**config.mk**
```make
export PLATFORM = sky130hd
export DESIGN_NAME = timer_device
export DESIGN_NICKNAME = d
export VERILOG_FILES = /design/src/rtl/timer_pkg.sv /design/src/rtl/byte_merge.sv /design/src/rtl/timer_device.sv
export SDC_FILE = /design/constraint.sdc
export NUM_CORES = 1
export LEC_CHECK = 0
export CORE_ASPECT_RATIO = 0.9
export CORE_MARGIN = 1.5
export CORE_UTILIZATION = 45
export CTS_CLUSTER_SIZE = 24
export DETAILED_ROUTE_END_ITERATION = 8
export GPL_TIMING_DRIVEN = 1
export PLACE_DENSITY_LB_ADDON = 0.12
export SETUP_SLACK_MARGIN = 0.1
export SYNTH_ARGS = -nofsm -noshare
export SYNTH_HDL_FRONTEND = slang
export SYNTH_SLANG_ARGS = --single-unit
```
**constraint.sdc**
```tcl
create_clock -name clk -period 3.25 [get_ports clk]
set_clock_uncertainty 0.1 [all_clocks]
set_input_delay 0.8125 -clock clk [delete_from_list [all_inputs] [get_ports clk]]
set_output_delay 0.8125 -clock clk [all_outputs]
set_load 0.005 [all_outputs]
```
**src/rtl/timer_pkg.sv**
```systemverilog
// Shared definitions for the memory-mapped countdown timer: FSM states,
// register offsets, CTRL bit positions and MODE encodings.
package timer_pkg;

    typedef enum logic [1:0] {
        IDLE = 2'd0,
        LOAD = 2'd1,
        CNT  = 2'd2,
        INT  = 2'd3
    } state_t;

    // Word offsets within the register window (addr[3:2])
    localparam logic [1:0] OFF_CTRL   = 2'd0;
    localparam logic [1:0] OFF_PRESET = 2'd1;
    localparam logic [1:0] OFF_COUNT  = 2'd2;

    // CTRL bit positions
    localparam int CTRL_EN      = 0;
    localparam int CTRL_MODE_LO = 1;
    localparam int CTRL_MODE_HI = 2;
    localparam int CTRL_IM      = 3;

    // MODE encodings; 2 and 3 fall back to one-shot behaviour
    localparam logic [1:0] MODE_ONESHOT = 2'd0;
    localparam logic [1:0] MODE_RELOAD  = 2'd1;

endpackage

```
**src/rtl/byte_merge.sv**
```systemverilog
// Byte-lane merge: lanes with i_mask[i]=1 take i_new, the rest keep i_old.
module byte_merge (
    input  logic [31:0] i_old,
    input  logic [31:0] i_new,
    input  logic [3:0]  i_mask,
    output logic [31:0] o_merged
);

    // Per-lane select between the old word and the incoming write data
    always_comb begin
        o_merged = i_old;
        for (int i = 0; i < 4; i++) begin
            if (i_mask[i]) begin
                o_merged[8*i +: 8] = i_new[8*i +: 8];
            end
        end
    end

endmodule

```
**src/rtl/timer_device.sv**
```systemverilog
// Memory-mapped countdown timer with one-shot and auto-reload modes.
// Snoops the CPU data bus, exposes CTRL/PRESET/COUNT and drives an IRQ.
module timer_device
    import timer_pkg::*;
#(
    parameter logic [31:0] BASE_ADDR = 32'h0000_7F00
) (
    input  logic        clk,
    input  logic        reset,
    input  logic [31:0] addr,
    input  logic [3:0]  byteen,
    input  logic [31:0] wdata,
    output logic [31:0] rdata,
    output logic        hit,
    output logic        irq
);

    state_t      r_state;
    logic [3:0]  r_ctrl;
    logic [31:0] r_preset;
    logic [31:0] r_count;
    logic        r_irq_flag;

    state_t      w_state_nxt;
    logic [31:0] w_count_nxt;
    logic        w_flag_nxt;
    logic        w_en_clr;

    logic        w_hit;
    logic [1:0]  w_off;
    logic        w_wr;
    logic        w_wr_ctrl;
    logic        w_wr_preset;
    logic        w_en;
    logic        w_reload;
    logic [31:0] w_ctrl_fsm;
    logic [31:0] w_ctrl_merged;
    logic [31:0] w_preset_merged;
    logic        w_unused;

    assign w_off       = addr[3:2];
    assign w_hit       = (addr[31:4] == BASE_ADDR[31:4]) && (w_off != 2'b11);
    assign w_wr        = w_hit && (|byteen);
    assign w_wr_ctrl   = w_wr && (w_off == OFF_CTRL);
    assign w_wr_preset = w_wr && (w_off == OFF_PRESET);
    assign w_en        = r_ctrl[CTRL_EN];
    assign w_reload    = (r_ctrl[CTRL_MODE_HI:CTRL_MODE_LO] == MODE_RELOAD);

    // The FSM-updated CTRL is the "old" word for the merge, so written lanes
    // override the one-shot EN clear while unwritten lanes keep the FSM result.
    assign w_ctrl_fsm = {28'd0, r_ctrl[3:1], r_ctrl[CTRL_EN] & ~w_en_clr};

    byte_merge u_ctrl_merge (
        .i_old    (w_ctrl_fsm),
        .i_new    (wdata),
        .i_mask   (byteen),
        .o_merged (w_ctrl_merged)
    );

    byte_merge u_preset_merge (
        .i_old    (r_preset),
        .i_new    (wdata),
        .i_mask   (byteen),
        .o_merged (w_preset_merged)
    );

    // Byte offset bits and the unimplemented CTRL bits are intentionally dropped
    assign w_unused = ^{addr[1:0], w_ctrl_merged[31:4]};

    // Next-state and datapath decisions from pre-edge register values
    always_comb begin
        w_state_nxt = r_state;
        w_count_nxt = r_count;
        w_flag_nxt  = r_irq_flag;
        w_en_clr    = 1'b0;
        case (r_state)
            IDLE: begin
                if (w_en) begin
                    w_state_nxt = LOAD;
                end
            end
            LOAD: begin
                w_count_nxt = r_preset;
                w_state_nxt = CNT;
            end
            CNT: begin
                if (!w_en) begin
                    w_state_nxt = IDLE;
                end else if (r_count > 32'd1) begin
                    w_count_nxt = r_count - 32'd1;
                end else begin
                    // COUNT of 1 or 0 both expire here, so it never wraps
                    w_count_nxt = 32'd0;
                    w_flag_nxt  = 1'b1;
                    w_state_nxt = INT;
                end
            end
            INT: begin
                w_state_nxt = IDLE;
                if (w_reload) begin
                    // EN stays set, so IDLE immediately re-enters LOAD
                    w_flag_nxt = 1'b0;
                end else begin
                    w_en_clr = 1'b1;
                end
            end
            default: begin
                w_state_nxt = IDLE;
            end
        endcase
    end

    // Register update; bus writes win over FSM updates of the same field
    always_ff @(posedge clk) begin
        if (!reset) begin
            r_state    <= IDLE;
            r_ctrl     <= 4'd0;
            r_preset   <= 32'd0;
            r_count    <= 32'd0;
            r_irq_flag <= 1'b0;
        end else begin
            r_state    <= w_state_nxt;
            r_count    <= w_count_nxt;
            r_irq_flag <= w_wr_ctrl ? 1'b0 : w_flag_nxt;
            r_ctrl     <= w_wr_ctrl ? w_ctrl_merged[3:0] : w_ctrl_fsm[3:0];
            if (w_wr_preset) begin
                r_preset <= w_preset_merged;
            end
        end
    end

    // Zero-latency read mux; anything outside the window reads as zero
    always_comb begin
        rdata = 32'd0;
        if (w_hit) begin
            case (w_off)
                OFF_CTRL:   rdata = {28'd0, r_ctrl};
                OFF_PRESET: rdata = r_preset;
                OFF_COUNT:  rdata = r_count;
                default:    rdata = 32'd0;
            endcase
        end
    end

    assign hit = w_hit;
    assign irq = r_ctrl[CTRL_IM] & r_irq_flag;

endmodule

```
==> metrics <==
synthesized area per cell=a little over 8 sq um; via count=4,803; Post-synth EDFFs=0; final number of hold-violating endpoints=0; gpl congestion=0.886; f_max=a little over 300 MHz; crit path capture type=primary output; Cells after Synth=about 530; Synth area leader=dfxtp_1; hold slack final=roughly 0.41 ns; initial core utilization=46.8%; Top FF cell, synth=dfxtp_1; synth cell count leaders=89 x nor2_1, 71 x dfxtp_1, 40 x a22oi_1, 40 x mux2i_1, 34 x clkbuf_1; P&R area growth vs syn=48.9%; IO Port Bufs=101; Yosys top cell area share=about a third; fin crit period=around 3.2 ns; max-slew violations=0; Synth Warn #=0; # diodes=0; chip width=approximately 110 um; DP Wirelength=9180 um; Synth Cell Area=4310 sq um; Max VDD drop=0.196 mV; fin util=between 60% and 70%; drt initial violations=316; status=finished clean; pre-CTS WS=-0.549 ns; CTS tree=yes; routing usage on met3=5.82%; Worst-Skew Late Latency=0.36 ns; Reg clk slew, reported paths=about 0.08 ns; I/O pin count=around 100; Synth cell types=61; clk sinks=71; CP Max Fanout=8; DIE AREA=10,200 sq um; initial antenna violation count=0; number of global-route vias before repair=4,570; maxcap violations=0; register area share after synthesis=about a third; Leakage=2.39 nW; drt via density=6.10; WL final=roughly 14,000 um; largest net degree at the start of global routing=53; GR met1 Demand/Resource=35.7%; count leader, synth=nor2_1; WP data arrival=2.32 ns; hold_buf cts=0; Detail Route Antenna Nets=0; DIE HEIGHT=95.9 um; Tcrit/Tclk final=~99%; DRC=0; total grt overflow=0; fin nets=732; top cells by area, synth=dfxtp_1 33%, mux2i_1 9.3%, nor2_1 7.7%; row count=33; length of the first detailed-routing pass in iterations=5; root buffer cell=clkbuf_8; CP startpoint kind=input port; grt peak-use layer=met2; number of fill cells=753; Least-Margin Pin Slew=0.900 ns; RSZ-0062 raised after global routing=true; PnR worst setup slack=0.0215 ns; HP Class=flop to flop; critical path required time=2.34 ns; share of cells above drive strength 1=31.6%; Num CTS Buffers=9; ys async rst share=0%; critical path type=input port to primary output; Cell Pwr Density=275 nW/um^2; final setup violation count=0; Max Buffers Root-to-Sink=2; CTS H-tree depth=3; first-pass GRT wire length=22,900 um; WL/cell=18.1 um; Core Region=9210 sq um; synthesis-stage register bit count=71; met2 Usage GRT=between 40% and 50%; worst rel slew slack=40.0%; Syn Nets=~600; GRT Util Overall=between 20% and 30%
## metrics by stage
step	instances	area (sq um)	setup TNS (ns)	power, mW
final	787	6420	0	1.77
after global routing	787	6420	-0.414	1.81
after CTS	788	6400	0	1.77
after detailed placement	738	5870	-16.59	1.04
after global placement	738	5870	-14.41	1.03
after floorplan	527	4670	0	0.928
## power breakdown
group          leakage, nW   switching, mW  internal, mW
combinational         1.73          0.0668        0.0844
sequential           0.571  0.000000000267         0.869
clock               0.0912           0.369         0.378
## state kept, by name, indices dropped and copies added, names as in the netlist
signal / cells
r_count: 32
r_ctrl: 4
r_irq_flag: 1
r_preset: 32
r_state: 2
## metal layers
layer  part of all wire (%)  wire length [um]
met4                    2.2               315
met3                    8.9              1280
met5                      0                 0
met2                     47              6720
met1                     42              5950
## area by class of cell
cell class | instances | area (sq um) | area share [%]
multi-input combinational | 403 | 3120 | 48.6
timing repair buffer | 164 | 1480 | 23.1
sequential | 71 | 1420 | 22.1
tap | 122 | 153 | 2.38
clock buffer | 10 | 138 | 2.14
clock inverter | 6 | 68.8 | 1.07
inverter | 11 | 41.3 | 0.643
## cells in the final DEF (no fill, tap or decap), drive strengths merged, types with 4 or more instances in the layout
cell           Yosys  routed
dlygate4sd2        0       7
nor4              22      22
nor3               5       5
or3                6       6
nand2             30      30
nor2              89      89
clkinvlp           0       4
nand2b             4       4
nor4b              6       6
a22oi             40      40
a31oi             14      14
and2               4       4
clkdlybuf4s15      0       4
clkdlybuf4s50      0      38
a21oi             18      18
o31a               7       7
buf                8     106
or4               13      13
nand3             16      16
nor2b              4       4
and3               8       8
inv                9      10
o211ai             5       5
a32o               5       5
nand4              7       7
o21ai             11      11
dfxtp             71      71
clkbuf            34      19
mux2i             40      40
## cell families after synthesis
family          after synthesis  share of synthesized area [%]
simple gates                232                           30.6
compound gates              126                           21.1
flops                        71                           33.0
buf+inv                      53                           4.76
mux                          42                           9.81
fa+ha+maj                     2                          0.580
xor+xnor                      1                          0.203
## worst max-delay path, stage by stage
cell and delay (ns):
buf_2 0.11, nor4b_4 0.25, nand4_1 0.14, buf_4 0.16, or2_4 0.33, buf_12 0.18
buf_6 0.12, nor2_4 0.08, buf_2 0.11
## worst paths after layout
path | startpoint | end | slack [ns] | depth (start not counted)
setup / recovery | addr[4] | rdata[15] | 0.02 | 9
setup reg to reg | r_count[4]$_SDFFE_PN0P_ | r_irq_flag$_SDFFE_PP0P_ | 0.61 | 5
hold / removal | r_count[22]$_SDFFE_PN0P_ | r_count[22]$_SDFFE_PN0P_ | 0.41 | 2
hold reg to reg | r_count[22]$_SDFFE_PN0P_ | r_count[22]$_SDFFE_PN0P_ | 0.41 | 2
## what timing repair did
action | 4_1_cts | 5_1_grt
cloned | 3 | 0
endpoints found under the setup margin | 33 | 69
setup buffers | 31 | 2
pin swaps | 9 | 9
gates resized for setup | 230 | 43
(Power assumes the default switching activity.)
